<file path="config.mk">
export PLATFORM = sky130hd
export DESIGN_NAME = qe_m_driver_flat
export DESIGN_NICKNAME = d
export VERILOG_FILES = /design/src/rtl/qe_m_pkg.sv /design/src/rtl/qe_m_driver_if.sv /design/src/rtl/qe_m_res_fifo.sv /design/src/rtl/qe_m_driver.sv /design/src/flat_wrapper.sv
export SDC_FILE = /design/constraint.sdc
export NUM_CORES = 1
export LEC_CHECK = 0
export ABC_CLOCK_PERIOD_IN_PS = 7800
export BUFFER_PORTS_ARGS = -buffer_cell sky130_fd_sc_hd__buf_2
export CAP_MARGIN = 25
export CORE_ASPECT_RATIO = 2
export CORE_MARGIN = 4
export CORE_UTILIZATION = 50
export DETAILED_ROUTE_END_ITERATION = 10
export PLACE_DENSITY = 0.82
export SETUP_SLACK_MARGIN = 0.5
export SYNTH_ARGS = -nofsm -noshare
export SYNTH_HDL_FRONTEND = slang
export SYNTH_SLANG_ARGS = --single-unit
</file>
<file path="constraint.sdc">
create_clock -name clk -period 7.8 [get_ports clk]
set_input_delay 0.78 -clock clk [delete_from_list [all_inputs] [get_ports clk]]
set_output_delay 0.78 -clock clk [all_outputs]
set_load 0.01 [all_outputs]
</file>
<file path="src/rtl/qe_m_pkg.sv">
`default_nettype none
// ============================================================================
// Module   : qe_m_pkg
// Purpose  : Shared definitions for the QE_M driver slice: default operand
//            and result widths, mode encodings, command bundle type and the
//            helper that decides whether a command will produce a result.
// Revision : 1.0 - initial release
// ============================================================================
package qe_m_pkg;

  localparam int QE_DATA_W = 8;
  localparam int QE_RES_W  = 16;

  localparam logic QE_MODE_QUAD = 1'b0;  // a*x*x + b*x + c
  localparam logic QE_MODE_MAC  = 1'b1;  // accumulate a*x over a burst

  // One operand command at the default widths.
  typedef struct packed {
    logic                 mode;
    logic                 last;
    logic [QE_DATA_W-1:0] a;
    logic [QE_DATA_W-1:0] b;
    logic [QE_DATA_W-1:0] c;
    logic [QE_DATA_W-1:0] x;
  } qe_cmd_t;

  // A quadratic command yields a result unless it arrives inside an open
  // burst (then it is dropped). A MAC element yields a result only when it
  // closes its burst, either explicitly or by hitting the length limit.
  function automatic logic qe_res_producing(input logic mode,
                                            input logic last,
                                            input logic burst_open,
                                            input logic at_max);
    return (mode == QE_MODE_QUAD) ? !burst_open : (last | at_max);
  endfunction

endpackage
`default_nettype wire

</file>
<file path="src/rtl/qe_m_driver_if.sv">
`default_nettype none
// ============================================================================
// Module   : qe_m_driver_if
// Purpose  : Bundles the command handshake, the QE_M input/output signals and
//            the result handshake of the QE_M driver.
//   master : driver view (accepts commands, drives QE_M, sources results)
//   slave  : environment view (issues commands, models QE_M, sinks results)
// Revision : 1.0 - initial release
// ============================================================================
interface qe_m_driver_if
  import qe_m_pkg::*;
#(
  parameter int DATA_W = QE_DATA_W,
  parameter int RES_W  = QE_RES_W
);
  // command handshake
  logic              cmd_valid;
  logic              cmd_ready;
  logic              cmd_mode;
  logic              cmd_last;
  logic [DATA_W-1:0] cmd_a;
  logic [DATA_W-1:0] cmd_b;
  logic [DATA_W-1:0] cmd_c;
  logic [DATA_W-1:0] cmd_x;
  // QE_M inputs
  logic              qe_valid_in;
  logic              qe_mode;
  logic              qe_last_input;
  logic [DATA_W-1:0] qe_in_a;
  logic [DATA_W-1:0] qe_in_b;
  logic [DATA_W-1:0] qe_in_c;
  logic [DATA_W-1:0] qe_in_x;
  // QE_M outputs
  logic              qe_valid_out;
  logic [RES_W-1:0]  qe_result;
  // result handshake
  logic              res_valid;
  logic              res_ready;
  logic [RES_W-1:0]  res_data;

  modport master (
    input  cmd_valid, cmd_mode, cmd_last, cmd_a, cmd_b, cmd_c, cmd_x,
    input  qe_valid_out, qe_result, res_ready,
    output cmd_ready,
    output qe_valid_in, qe_mode, qe_last_input,
    output qe_in_a, qe_in_b, qe_in_c, qe_in_x,
    output res_valid, res_data
  );

  modport slave (
    output cmd_valid, cmd_mode, cmd_last, cmd_a, cmd_b, cmd_c, cmd_x,
    output qe_valid_out, qe_result, res_ready,
    input  cmd_ready,
    input  qe_valid_in, qe_mode, qe_last_input,
    input  qe_in_a, qe_in_b, qe_in_c, qe_in_x,
    input  res_valid, res_data
  );
endinterface
`default_nettype wire

</file>
<file path="src/rtl/qe_m_res_fifo.sv">
`default_nettype none
// ============================================================================
// Module   : qe_m_res_fifo
// Purpose  : Synchronous result FIFO. A push while full is accepted only when
//            a pop happens in the same cycle; otherwise it is ignored.
// Ports    : clk, rst (sync, active-high), i_push/i_data, i_pop,
//            o_data (head, valid while !o_empty), o_full, o_empty
// Revision : 1.0 - initial release
// ============================================================================
module qe_m_res_fifo #(
  parameter int DEPTH = 4,   // power of two, >= 2
  parameter int WIDTH = 16
) (
  input  wire logic             clk,
  input  wire logic             rst,
  input  wire logic             i_push,
  input  wire logic [WIDTH-1:0] i_data,
  input  wire logic             i_pop,
  output logic      [WIDTH-1:0] o_data,
  output logic                  o_full,
  output logic                  o_empty
);
  localparam int c_AW = $clog2(DEPTH);

  // One extra pointer bit separates full from empty.
  logic [c_AW:0]      r_wr_ptr;
  logic [c_AW:0]      r_rd_ptr;
  logic [WIDTH-1:0]   r_mem [DEPTH];
  logic               w_do_push;
  logic               w_do_pop;

  assign o_empty   = (r_wr_ptr == r_rd_ptr);
  assign o_full    = (r_wr_ptr[c_AW] != r_rd_ptr[c_AW]) &&
                     (r_wr_ptr[c_AW-1:0] == r_rd_ptr[c_AW-1:0]);
  assign w_do_pop  = i_pop & !o_empty;
  assign w_do_push = i_push & (!o_full | w_do_pop);
  assign o_data    = r_mem[r_rd_ptr[c_AW-1:0]];

  always_ff @(posedge clk) begin
    if (rst) begin
      r_wr_ptr <= '0;
      r_rd_ptr <= '0;
    end else begin
      if (w_do_push) r_wr_ptr <= r_wr_ptr + (c_AW+1)'(1);
      if (w_do_pop)  r_rd_ptr <= r_rd_ptr + (c_AW+1)'(1);
    end
  end

  always_ff @(posedge clk) begin
    if (w_do_push) r_mem[r_wr_ptr[c_AW-1:0]] <= i_data;
  end

endmodule
`default_nettype wire

</file>
<file path="src/rtl/qe_m_driver.sv">
`default_nettype none
// ============================================================================
// Module   : qe_m_driver
// Purpose  : Front-end transmitter for the QE_M quadratic/MAC unit. Accepts
//            operand commands, issues them to QE_M one cycle later, frames
//            MAC bursts with a length limit and buffers results. Credits
//            guarantee room for every result, since QE_M cannot be stalled.
// Ports    : clk, reset (sync, active-high)
//            bus      - command, QE_M and result signals (master view)
//            err_mode - sticky: quadratic command inside an open burst
//            err_ovf  - sticky: QE_M result arrived with the FIFO full
// Revision : 1.0 - initial release
// ============================================================================
module qe_m_driver
  import qe_m_pkg::*;
#(
  parameter int DATA_W    = QE_DATA_W,
  parameter int RES_W     = QE_RES_W,
  parameter int RES_DEPTH = 4,
  parameter int MAX_BURST = 16
) (
  input  wire logic       clk,
  input  wire logic       reset,
  qe_m_driver_if.master   bus,
  output logic            err_mode,
  output logic            err_ovf
);
  localparam int c_CRED_W  = $clog2(RES_DEPTH + 1);
  localparam int c_BURST_W = $clog2(MAX_BURST);

  logic [c_CRED_W-1:0]  r_credits;
  logic [c_BURST_W-1:0] r_burst_cnt;
  logic                 r_burst_open;

  logic w_at_max;
  logic w_res_prod;
  logic w_mode_err;
  logic w_accept;
  logic w_issue;
  logic w_take;
  logic w_pop;
  logic w_full;
  logic w_empty;

  assign w_at_max   = (r_burst_cnt == c_BURST_W'(MAX_BURST - 1));
  assign w_res_prod = qe_res_producing(bus.cmd_mode, bus.cmd_last,
                                       r_burst_open, w_at_max);
  assign w_mode_err = (bus.cmd_mode == QE_MODE_QUAD) & r_burst_open;

  // Depends only on state and the command's mode/last, so a consumer that
  // waits for ready before raising valid cannot form a loop.
  assign bus.cmd_ready = !reset & ((r_credits != '0) | !w_res_prod);

  assign w_accept = bus.cmd_valid & bus.cmd_ready;
  assign w_issue  = w_accept & !w_mode_err;
  assign w_take   = w_accept & w_res_prod;
  assign w_pop    = bus.res_ready & !w_empty;

  assign bus.res_valid = !w_empty;

  // Credit counter and burst framing
  always_ff @(posedge clk) begin
    if (reset) begin
      r_credits    <= c_CRED_W'(RES_DEPTH);
      r_burst_cnt  <= '0;
      r_burst_open <= 1'b0;
    end else begin
      case ({w_take, w_pop})
        2'b10:   r_credits <= r_credits - c_CRED_W'(1);
        2'b01:   r_credits <= r_credits + c_CRED_W'(1);
        default: r_credits <= r_credits;
      endcase
      if (w_accept && bus.cmd_mode == QE_MODE_MAC) begin
        if (w_res_prod) begin
          r_burst_cnt  <= '0;
          r_burst_open <= 1'b0;
        end else begin
          r_burst_cnt  <= r_burst_cnt + c_BURST_W'(1);
          r_burst_open <= 1'b1;
        end
      end
    end
  end

  // QE_M input registers: strobes pulse per issue, data holds otherwise.
  always_ff @(posedge clk) begin
    if (reset) begin
      bus.qe_valid_in   <= 1'b0;
      bus.qe_last_input <= 1'b0;
      bus.qe_mode       <= 1'b0;
      bus.qe_in_a       <= '0;
      bus.qe_in_b       <= '0;
      bus.qe_in_c       <= '0;
      bus.qe_in_x       <= '0;
    end else begin
      bus.qe_valid_in   <= w_issue;
      bus.qe_last_input <= w_issue & (bus.cmd_mode == QE_MODE_MAC) & w_res_prod;
      if (w_issue) begin
        bus.qe_mode <= bus.cmd_mode;
        bus.qe_in_a <= bus.cmd_a;
        bus.qe_in_b <= bus.cmd_b;
        bus.qe_in_c <= bus.cmd_c;
        bus.qe_in_x <= bus.cmd_x;
      end
    end
  end

  // Sticky error flags. A push on a full FIFO is only lost when no pop
  // frees a slot in the same cycle.
  always_ff @(posedge clk) begin
    if (reset) begin
      err_mode <= 1'b0;
      err_ovf  <= 1'b0;
    end else begin
      if (w_accept & w_mode_err)                       err_mode <= 1'b1;
      if (bus.qe_valid_out & w_full & !bus.res_ready)  err_ovf  <= 1'b1;
    end
  end

  qe_m_res_fifo #(
    .DEPTH (RES_DEPTH),
    .WIDTH (RES_W)
  ) u_res_fifo (
    .clk     (clk),
    .rst     (reset),
    .i_push  (bus.qe_valid_out),
    .i_data  (bus.qe_result),
    .i_pop   (bus.res_ready),
    .o_data  (bus.res_data),
    .o_full  (w_full),
    .o_empty (w_empty)
  );

endmodule
`default_nettype wire
</file>
<file path="src/flat_wrapper.sv">
// flat-port wrapper written by rule: the top's interface ports become plain ports
module qe_m_driver_flat import qe_m_pkg::*;
#(
  parameter int DATA_W    = QE_DATA_W,
  parameter int RES_W     = QE_RES_W,
  parameter int RES_DEPTH = 4,
  parameter int MAX_BURST = 16
)
  (clk, reset, err_mode, err_ovf, bus_cmd_valid, bus_cmd_mode, bus_cmd_last, bus_cmd_a, bus_cmd_b, bus_cmd_c, bus_cmd_x, bus_qe_valid_out, bus_qe_result, bus_res_ready, bus_cmd_ready, bus_qe_valid_in, bus_qe_mode, bus_qe_last_input, bus_qe_in_a, bus_qe_in_b, bus_qe_in_c, bus_qe_in_x, bus_res_valid, bus_res_data);
  qe_m_driver_if #(.DATA_W(DATA_W), .RES_W(RES_W)) bus_i ();
  input  wire logic clk;
  input  wire logic reset;
  output logic err_mode;
  output logic err_ovf;
  input wire logic [$bits(bus_i.cmd_valid)-1:0] bus_cmd_valid;
  input wire logic [$bits(bus_i.cmd_mode)-1:0] bus_cmd_mode;
  input wire logic [$bits(bus_i.cmd_last)-1:0] bus_cmd_last;
  input wire logic [$bits(bus_i.cmd_a)-1:0] bus_cmd_a;
  input wire logic [$bits(bus_i.cmd_b)-1:0] bus_cmd_b;
  input wire logic [$bits(bus_i.cmd_c)-1:0] bus_cmd_c;
  input wire logic [$bits(bus_i.cmd_x)-1:0] bus_cmd_x;
  input wire logic [$bits(bus_i.qe_valid_out)-1:0] bus_qe_valid_out;
  input wire logic [$bits(bus_i.qe_result)-1:0] bus_qe_result;
  input wire logic [$bits(bus_i.res_ready)-1:0] bus_res_ready;
  output wire logic [$bits(bus_i.cmd_ready)-1:0] bus_cmd_ready;
  output wire logic [$bits(bus_i.qe_valid_in)-1:0] bus_qe_valid_in;
  output wire logic [$bits(bus_i.qe_mode)-1:0] bus_qe_mode;
  output wire logic [$bits(bus_i.qe_last_input)-1:0] bus_qe_last_input;
  output wire logic [$bits(bus_i.qe_in_a)-1:0] bus_qe_in_a;
  output wire logic [$bits(bus_i.qe_in_b)-1:0] bus_qe_in_b;
  output wire logic [$bits(bus_i.qe_in_c)-1:0] bus_qe_in_c;
  output wire logic [$bits(bus_i.qe_in_x)-1:0] bus_qe_in_x;
  output wire logic [$bits(bus_i.res_valid)-1:0] bus_res_valid;
  output wire logic [$bits(bus_i.res_data)-1:0] bus_res_data;
  assign bus_i.cmd_valid = bus_cmd_valid;
  assign bus_i.cmd_mode = bus_cmd_mode;
  assign bus_i.cmd_last = bus_cmd_last;
  assign bus_i.cmd_a = bus_cmd_a;
  assign bus_i.cmd_b = bus_cmd_b;
  assign bus_i.cmd_c = bus_cmd_c;
  assign bus_i.cmd_x = bus_cmd_x;
  assign bus_i.qe_valid_out = bus_qe_valid_out;
  assign bus_i.qe_result = bus_qe_result;
  assign bus_i.res_ready = bus_res_ready;
  assign bus_cmd_ready = bus_i.cmd_ready;
  assign bus_qe_valid_in = bus_i.qe_valid_in;
  assign bus_qe_mode = bus_i.qe_mode;
  assign bus_qe_last_input = bus_i.qe_last_input;
  assign bus_qe_in_a = bus_i.qe_in_a;
  assign bus_qe_in_b = bus_i.qe_in_b;
  assign bus_qe_in_c = bus_i.qe_in_c;
  assign bus_qe_in_x = bus_i.qe_in_x;
  assign bus_res_valid = bus_i.res_valid;
  assign bus_res_data = bus_i.res_data;
  qe_m_driver #(.DATA_W(DATA_W), .RES_W(RES_W), .RES_DEPTH(RES_DEPTH), .MAX_BURST(MAX_BURST)) u_core (.clk(clk), .reset(reset), .bus(bus_i), .err_mode(err_mode), .err_ovf(err_ovf));
endmodule
</file>
==> results.md, run 1 <==
Route:
- The wire length per cell after detailed routing is 17.3 um.
- In the routed design, unresolved DRC markers number 0.
- The routed layout has 3,125 vias.
- The count of nets left with antenna violations once routing finished came out at 0.
- For this block, the routed nets add up to 9680 um of wire.
- The pre-antenna-repair detailed-routing pass consisted of 5 iterations.
- In this run, the number of DRC markers left after iteration 0 of detailed routing was 172.
- The number of vias per cell after detailed routing is 5.58.

Min path:
- The path class of the tightest hold or removal check is reg2reg.
- The startpoint of the worst hold path is u_core.err_mode$_SDFFE_PP0P_.
- Counting instances, the worst hold path has a depth of 2.

Layout:
- 0 antenna diodes ended up in the layout.
- Of the cells placed in the final design, the portion with a size suffix greater than 1 is 36.2%.
- The core occupancy in the finished layout is 64.7%.
- The layout overhead on the synthesized area is 26.4%.
- For this run, the post-layout net count is 509.
- The filler cell count in the final layout is 640.

Clocking:
- The clock insertion delay at the later pin of the skew report is 0.40 ns.
- Buffers inserted to repair hold after CTS numbered 0.
- The number of setup buffers added after CTS is 0.
- The number of sinks on the clock net is 117.
- The clock-pin slew on the worst setup and hold paths is 0.05 ns.
- The H-tree depth is 4.
- The number of gates given a new drive strength after cts is 0.
- The worst-case clock buffer depth is 2.
- The total CTS buffers is 17.
- The TritonCTS clock tree is built.
- The tree is rooted in a clkbuf_16.

Timing:
- The slew at the pin closest to its max-slew limit is 0.854 ns.
- After routing, the total negative slack on setup checks comes to 0 ns.
- Setup violations remaining at the end of the flow were counted as 0.
- Setup repair after global routing left no endpoint under its margin.
- In this run the tightest slew margin relative to its limit is 43.0%.
- The final worst-path cycle share is 46.9%.
- The maximum frequency from static timing analysis is 274 MHz.
- The final count of pins violating max slew is 0.
- The clock skew is 0.00446 ns.
- The number of hold violations in the final report is 0.
- Counting I/O delays and the setup requirement, the final critical path takes 3.66 ns.

Global routing:
- Across every metal layer, demand over resource in global routing totals 19.0%.
- The first global-routing pass estimated 15,300 um of wire.
- Entering global routing, the biggest net connects 50 pins.
- The via count of the first global-routing pass came to 3,244.
- The initial antenna violation count was 0.
- Summed over all layers, the global routing overflow is 0.

Power and ir drop:
- Net switching is 24.6% of the power.
- IR analysis of the VDD net gives a maximum drop of 240 uV.
- For this design the total switching power over the nets is 442 uW.
- The combinational fraction of design power is 16.0%.
- Dividing total power by cell area gives a power density of 310 nW/um^2.
- The internal portion of the total power is 1350 uW.
- The power share of the clock group is 43.4%.
- The standby leakage power is 0.00231 uW.
- The share of power burned in registers is 40.6%.

Flow run:
- The reported max-cap violation count is 0.

Floorplan:
- The die covers 10,900 um^2.
- The floorplan has 49 rows.
- The die is 75.7 um wide.
- The core region is 8950 um^2.
- The height of the die is 143 um.
- 110 I/O pins were placed.
- The initial utilization of the core area, before any placement, comes to 51.2%.

Yosys:
- The cell type contributing the most total cell area after synthesis is edfxtp_1.
- The share of synthesized flip-flops with an asynchronous set or reset is 0%.
- The synthesized area per cell is 13.6 um^2.
- The mapped netlist covers 4590 um^2.
- The post-synth net total is 401.
- The distinct cell type count of the synthesized netlist is 41.
- Counting flops and latches in the post-synthesis netlist gives 117.
- Yosys printed 0 warnings.
- Summed over its instances, the top area cell type makes up 41.9% of the synthesized netlist area.
- The gate count of the mapped netlist is 338.
- The portion of the post-synthesis area used by sequential elements is 65.0%.
- Sorting the synthesized cells by area gives the leading types as edfxtp_1 (42%), dfxtp_1 (23%), mux4_2 (7.9%), a21oi_1 (4.0%), nand3_1 (3.6%).
- The number of enable flip-flop cells after synthesis is 64.
- For this run, the leading register cell type out of synthesis is edfxtp_1.

Critical path:
- The reg-to-reg startpoint is u_core.r_burst_cnt[1]$_SDFFE_PP0P_.
- The worst register-to-register path ends at u_core.r_credits[2]$_SDFFE_PP1P_.
- The source of the critical timing path is reset.
- The sort of element at the start of the critical path is an input port.
- The endpoint arrival time on the critical path is 3.93 ns.
- The critical setup path kind is in2reg.
- The required arrival time at the worst endpoint is 8.07 ns.
- The depth of the worst register-to-register path is 11.
- The critical-path maximum fanout is 49.
- The worst-case register-to-register setup slack is 4.61 ns.
- The most critical setup path has its endpoint at u_core.r_credits[2]$_SDFFE_PP1P_.
- The worst setup path is captured at a register.

Place:
- The routability congestion estimate is 0.762.
- Summed over all nets, the half-perimeter wirelength after detailed placement is 6620 um.
- The port buffer count is 109.

Run status:
- The run finished with clean final reports.
-- power groups by stage --
stage | clock network (uW) | registers (uW) | logic (uW)
6_report | 780 | 729 | 286
5_1_grt | 823 | 735 | 316
2_1_floorplan | 0 | 733 | 190
3_3_place_gp | 0 | 748 | 251
3_5_place_dp | 0 | 742 | 286
4_1_cts | 791 | 730 | 291
-- worst min-delay path by stage --
stage	end
after CTS	u_core.err_mode$_SDFFE_PP0P_
final	u_core.err_mode$_SDFFE_PP0P_
after detailed placement	u_core.err_mode$_SDFFE_PP0P_
after global placement	u_core.err_mode$_SDFFE_PP0P_
after global routing	u_core.bus.qe_in_c[1]$_SDFFE_PP0N_
after floorplan	u_core.r_burst_open$_SDFFE_PP0P_
-- metal layers --
layer,GRT usage (%),up-vias,share of wire (%)
met5,0,-,0
met4,8.76,0,1.8
met3,5.53,14,6.5
met2,33.6,133,55
met1,20.1,1495,37
li1,-,1483,-
-- per-stage QoR --
step | total power [uW] | setup slack [ns] | std cells | area [um^2] | hold WS (ns)
final | 1800 | 4.14 | 560 | 5800 | 0.464
after global routing | 1870 | 3.89 | 560 | 5800 | 0.489
after CTS | 1810 | 4.15 | 560 | 5800 | 0.472
after detailed placement | 1030 | 3.85 | 529 | 5200 | 0.459
after global placement | 1000 | 3.92 | 526 | 5140 | 0.456
after floorplan | 923 | 4.72 | 338 | 4590 | 0.442
-- cell usage after synthesis, drive strengths merged (2+ instances only) --
master,n
clkbuf,13
dfxtp,53
xor2,8
o21ai,37
o31ai,2
and2,4
mux2i,3
nor4,2
inv,5
nor2,14
nand3,33
nor3,4
nor2b,2
edfxtp,64
nand2b,5
xnor2,2
ha,7
a21oi,37
mux4,16
buf,10
o41ai,2
nand2,2
and3,2
-- cell families after synthesis --
kind of cell / share of synthesized area [%]
buf+inv: 3.00
fa+ha+maj: 2.35
flops: 65.0
xor+xnor: 2.24
simple gates: 7.78
mux: 8.76
compound gates: 10.8
-- cell usage in the layout (no fill, tap or decap), drive strengths merged, types with 3 or more instances in the layout --
cell and instances:
a21oi 37, and2 4, buf 112, bufinv 4, clkbuf 20, clkinv 5
dfxtp 53, edfxtp 64, ha 7, inv 5, mux2i 3, mux4 16
nand2b 5, nand3 33, nor2 14, nor3 4, o21ai 37, xor2 8
-- registers in the layout, summed over array words and instances, names as in the netlist, named ones only --
name and flops:
u_core.r_burst_cnt 4, u_core.u_res_fifo.r_rd_ptr 3, u_core.bus.qe_in_c 8, u_core.bus.qe_mode 1, u_core.bus.qe_last_input 1, u_core.u_res_fifo.r_mem 64
u_core.r_burst_open 1, u_core.bus.qe_in_a 8, u_core.bus.qe_in_x 8, u_core.err_mode 1, u_core.u_res_fifo.r_wr_ptr 3, u_core.err_ovf 1
u_core.r_credits 3, u_core.bus.qe_in_b 8, u_core.bus.qe_valid_in 1
-- worst max-delay path, cell delays in order --
cell and delay (ns):
buf_2 0.65, nand2b_1 0.30, nand2b_2 0.55, nor2_1 0.10, o21ai_0 0.12, ha_1 0.22
inv_1 0.06, fa_1 0.37, xor2_1 0.16, o21ai_0 0.16, or3b_2 0.45
-- final cells by class --
| cell class | instances | area [um^2] | area share, % |
|---|---|---|---|
| clock buffer | 20 | 437 | 7.53 |
| clock inverter | 11 | 159 | 2.74 |
| inverter | 5 | 18.8 | 0.324 |
| multi-input combinational | 193 | 1470 | 25.3 |
| sequential | 117 | 2980 | 51.5 |
| tap | 102 | 128 | 2.20 |
| timing repair buffer | 112 | 603 | 10.4 |
No activity file was read; power rests on OpenSTA's default activity.
==> run 2, diff against run 1 <==
- ABC_AREA: unset -> 1
- ABC_CLOCK_PERIOD_IN_PS: 7800 -> 3550
- clock period: 7.8 -> 3.55 ns (I/O delays scaled with it)
==> run 2 against run 1 <==
Against the previous run:
- cell count up 29%
- count of clock-buffer cells in the layout down 3
- first-iteration DRC count down 19%
- clock power up 100%
- global-route usage down 0.27 points
- critical path depth down 6
- flip-flop and latch count unchanged
- register-to-register slack worse by 3.3 ns
- non-clock buffer count up 5
- critical path type is now reg2out
- largest power group is now sequential cells
==> results.md, run 2 <==
Yosys:
- By count the netlist is led by nor2_1 (114), nand2_1 (77), edfxtp_1 (64).
- In the post-synthesis netlist, the biggest area contributors are edfxtp_1 (41%), dfxtp_1 (23%), nor2_1 (9.1%), nand2_1 (6.1%), inv_1 (4.4%).
- The leading cell type by number of instances after synthesis is nor2_1.
- The portion of the post-synthesis area used by sequential elements is 63.3%.
- The post-synth net total is 554.
- The number of synthesis warnings is 0.
- The post-synthesis cell area is 4710 um^2.
- The synthesized design spends more area on one cell type than any other, namely edfxtp_1.
- The most frequently used flop master after synthesis is edfxtp_1.
- The share of the synthesized area in the top cell type is 40.8%.
- The count of state elements after synthesis is 117.
- The synthesized area per cell is 9.59 um^2.
- The synthesized design contains 64 enable-type register cells.
- The distinct cell type count of the synthesized netlist is 24.
- Synthesis produced a netlist whose cell count is 491.
- The share of synthesized flip-flops with an asynchronous set or reset is 0%.

Route:
- The pre-antenna-repair detailed-routing pass consisted of 4 iterations.
- The vias after detailed routing is 3,624.
- In the final routed layout, each cell accounts on average for 13.8 um.
- The number of vias per cell after detailed routing is 5.03.
- Summed over all layers, the routed wires come to 9940 um.
- The DRC violations left is 0.
- Once detail routing completed, the nets flagged for antenna violations numbered 0.
- The number of DRC markers in iteration 0 is 139.

Timing:
- Setup violations remaining at the end of the flow were counted as 0.
- On the final layout, the worst clock skew is 0.00510 ns.
- The minimum period implied by the final worst setup slack is 2.49 ns.
- For this run, the top clock speed supported by timing is 402 MHz.
- The final worst-path cycle share is 70.1%.
- At the pin with the least slew margin, the transition time is 0.901 ns.
- Setup repair after global routing left no endpoint under its margin.
- After layout, the worst setup slack is 1.06 ns.
- Headroom to the max-slew limit came out at 39.9%.
- The final count of pins violating max slew was 0.
- The final-layout setup total negative slack is 0 ns.
- The number of hold violations in the final report came to 0.

Clocking:
- The H-tree depth is 4.
- The cts-stage hold buffer count is 0.
- Clock-pin slew was measured on the worst setup and hold paths at 0.05 ns.
- The root buffer cell is clkbuf_16.
- The worst-case clock buffer depth is 2.
- The total CTS buffers is 17.
- Post-CTS repair changed the size of 0 cells.
- The number of setup buffers added after CTS is 0.
- The later pin in the worst-skew pair is clocked with a latency of 0.40 ns.
- The TritonCTS clock tree is built.
- The number of sinks on the clock net is 117.

Floorplan:
- The die is 76.6 um wide.
- The number of cell rows is 49.
- The starting density of the core is 51.9%.
- The total area inside the core boundary comes to 9070 um^2.
- 110 I/O pins were placed.
- The height of the die is 145 um.
- The full die area is 11,100 um^2.

Critical path:
- The reg-to-reg startpoint is u_core.r_burst_cnt[1]$_SDFFE_PP0P_.
- At the worst endpoint, the arrival time is 2.13 ns.
- For the worst flop-to-flop path, the logic depth is 14.
- STA classifies the critical path startpoint as a register.
- The destination of the worst register-to-register timing path is u_core.r_credits[2]$_SDFFE_PP1P_.
- By startpoint and endpoint, the worst setup path is classified as reg2out.
- The worst-case register-to-register setup slack is 1.31 ns.
- The required arrival time at the worst endpoint is 3.19 ns.
- The category of the worst setup path capture point is an output pin.
- The peak per-stage delay on the critical path is 0.70 ns.
- Of all nets on the critical path, the largest fanout is 33.
- For this design, the slowest cell found on the critical path is inv_1.
- The signal on the critical path passes through buf_4, inv_1, o21ai_0, o22ai_1, buf_2.

Global routing:
- The first global-routing pass estimated 16,500 um of wire.
- The via count of the first global-routing pass is 3,708.
- The initial antenna violation count is 0.
- The total routing usage reported by global routing is 18.8%.
- The pin count of the biggest net entering global routing is 66.
- The total overflow reported by the global router is 0.

Layout:
- The core occupancy in the finished layout is 64.9%.
- Registers take 2980 um^2.
- In the final layout, the multi-input gates occupy 1410 um^2.
- The top cell types in the final layout, fill and taps aside, are nor2_1 (114), buf_2 (109), nand2_1 (77).
- The number of antenna cells inserted is 0.
- The number of nets in the layout is 669.
- From synthesis to final layout, the design area changed by 25.0%.
- The register with the most flip-flops in the layout has 64 of them.
- Leaving out filler cells and counting taps, the final layout contains 721.
- The commonest non-fill, non-tap cell in the layout is nor2_1.
- The filler cell count in the final layout is 730.
- Cells with a size suffix above 1 make up 26.7% of the layout.

Min path:
- For hold timing, the worst endpoint is u_core.u_res_fifo.r_mem[2][11]$_DFFE_PP_.
- The startpoint of the worst hold path is bus_qe_result[11].
- In this run the worst hold path is classified as in2reg.
- Counting instances, the worst hold path has a depth of 1.

Place:
- The routability congestion estimate is 0.734.
- The worst slack at placement is 1.41 ns.
- Counting tap cells, the placed design contains a total of 689 instances.
- After legalization and detailed placement, the total HPWL measured 6990 um.
- Port buffering added 109 buffers.

Flow run:
- The reported max-cap violation count is 0.

Power and ir drop:
- The power per standard cell area is 635 nW/um^2.
- The total power consumption of the routed design is 3740 uW.
- The standby leakage power is 0.00270 uW.
- The peak supply drop is 369 uV.

Run status:
- The flow ran to the end, and the final reports show no timing, DRC or antenna violations.
-- run 2: worst max path at each step --
stage / startpoint / endpoint / slack, ns
6_report: register / bus_res_data[11] / 1.06
3_5_place_dp: u_core.r_burst_cnt[1]$_SDFFE_PP0P_ / u_core.r_credits[2]$_SDFFE_PP1P_ / 1.41
4_1_cts: register / bus_res_data[9] / 1.03
5_1_grt: register / bus_res_data[11] / 0.78
3_3_place_gp: u_core.r_burst_cnt[0]$_SDFFE_PP0P_ / u_core.r_credits[2]$_SDFFE_PP1P_ / 1.56
2_1_floorplan: u_core.r_burst_cnt[0]$_SDFFE_PP0P_ / u_core.r_credits[1]$_SDFFE_PP0P_ / 1.34
-- run 2: power breakdown --
| group | switching, uW | total [uW] | internal, uW |
|---|---|---|---|
| combinational | 382 | 609 | 227 |
| sequential | 45.1 | 1570 | 1520 |
| clock | 597 | 1560 | 964 |
| total | 1020 | 3740 | 2710 |
-- run 2: cell type report --
class | instances | share of cell area, %
clock inverters | 15 | 2.27
flip-flops and latches | 117 | 50.6
repair buffers | 117 | 10.3
clock buffers | 17 | 7.22
multi-input cells | 298 | 23.9
well taps | 102 | 2.17
inverters | 55 | 3.51
-- run 2: worst max-delay path, delay by kind of cell (launching register included) --
kind                   cells  cell delay (ns)
AOI/OAI and AO/OA          2             0.36
buffers and inverters      3             1.08
DFF                        1             0.29
-- run 2: cells by family after synthesis --
family                     synth area share (%)
and+or+nand+nor                            18.7
adders and majority gates                  2.28
buffers and inverters                      6.80
DFF                                        63.3
xor gates and xnor gates                   1.49
AOI/OAI and AO/OA                          7.38
-- run 2: stage by stage --
| stage | hold WS, ns | area (um^2) |
|---|---|---|
| 2_1_floorplan | 0.441 | 4710 |
| 6_report | 0.166 | 5890 |
| 4_1_cts | 0.147 | 5890 |
| 3_3_place_gp | 0.437 | 5330 |
| 5_1_grt | 0.149 | 5890 |
| 3_5_place_dp | 0.443 | 5330 |
-- run 2: metal layers --
layer | global-route usage [%] | wire [um]
met5 | 0 | 0
met4 | 8.26 | 148
met3 | 6.76 | 653
met2 | 34.7 | 5570
met1 | 18.3 | 3570
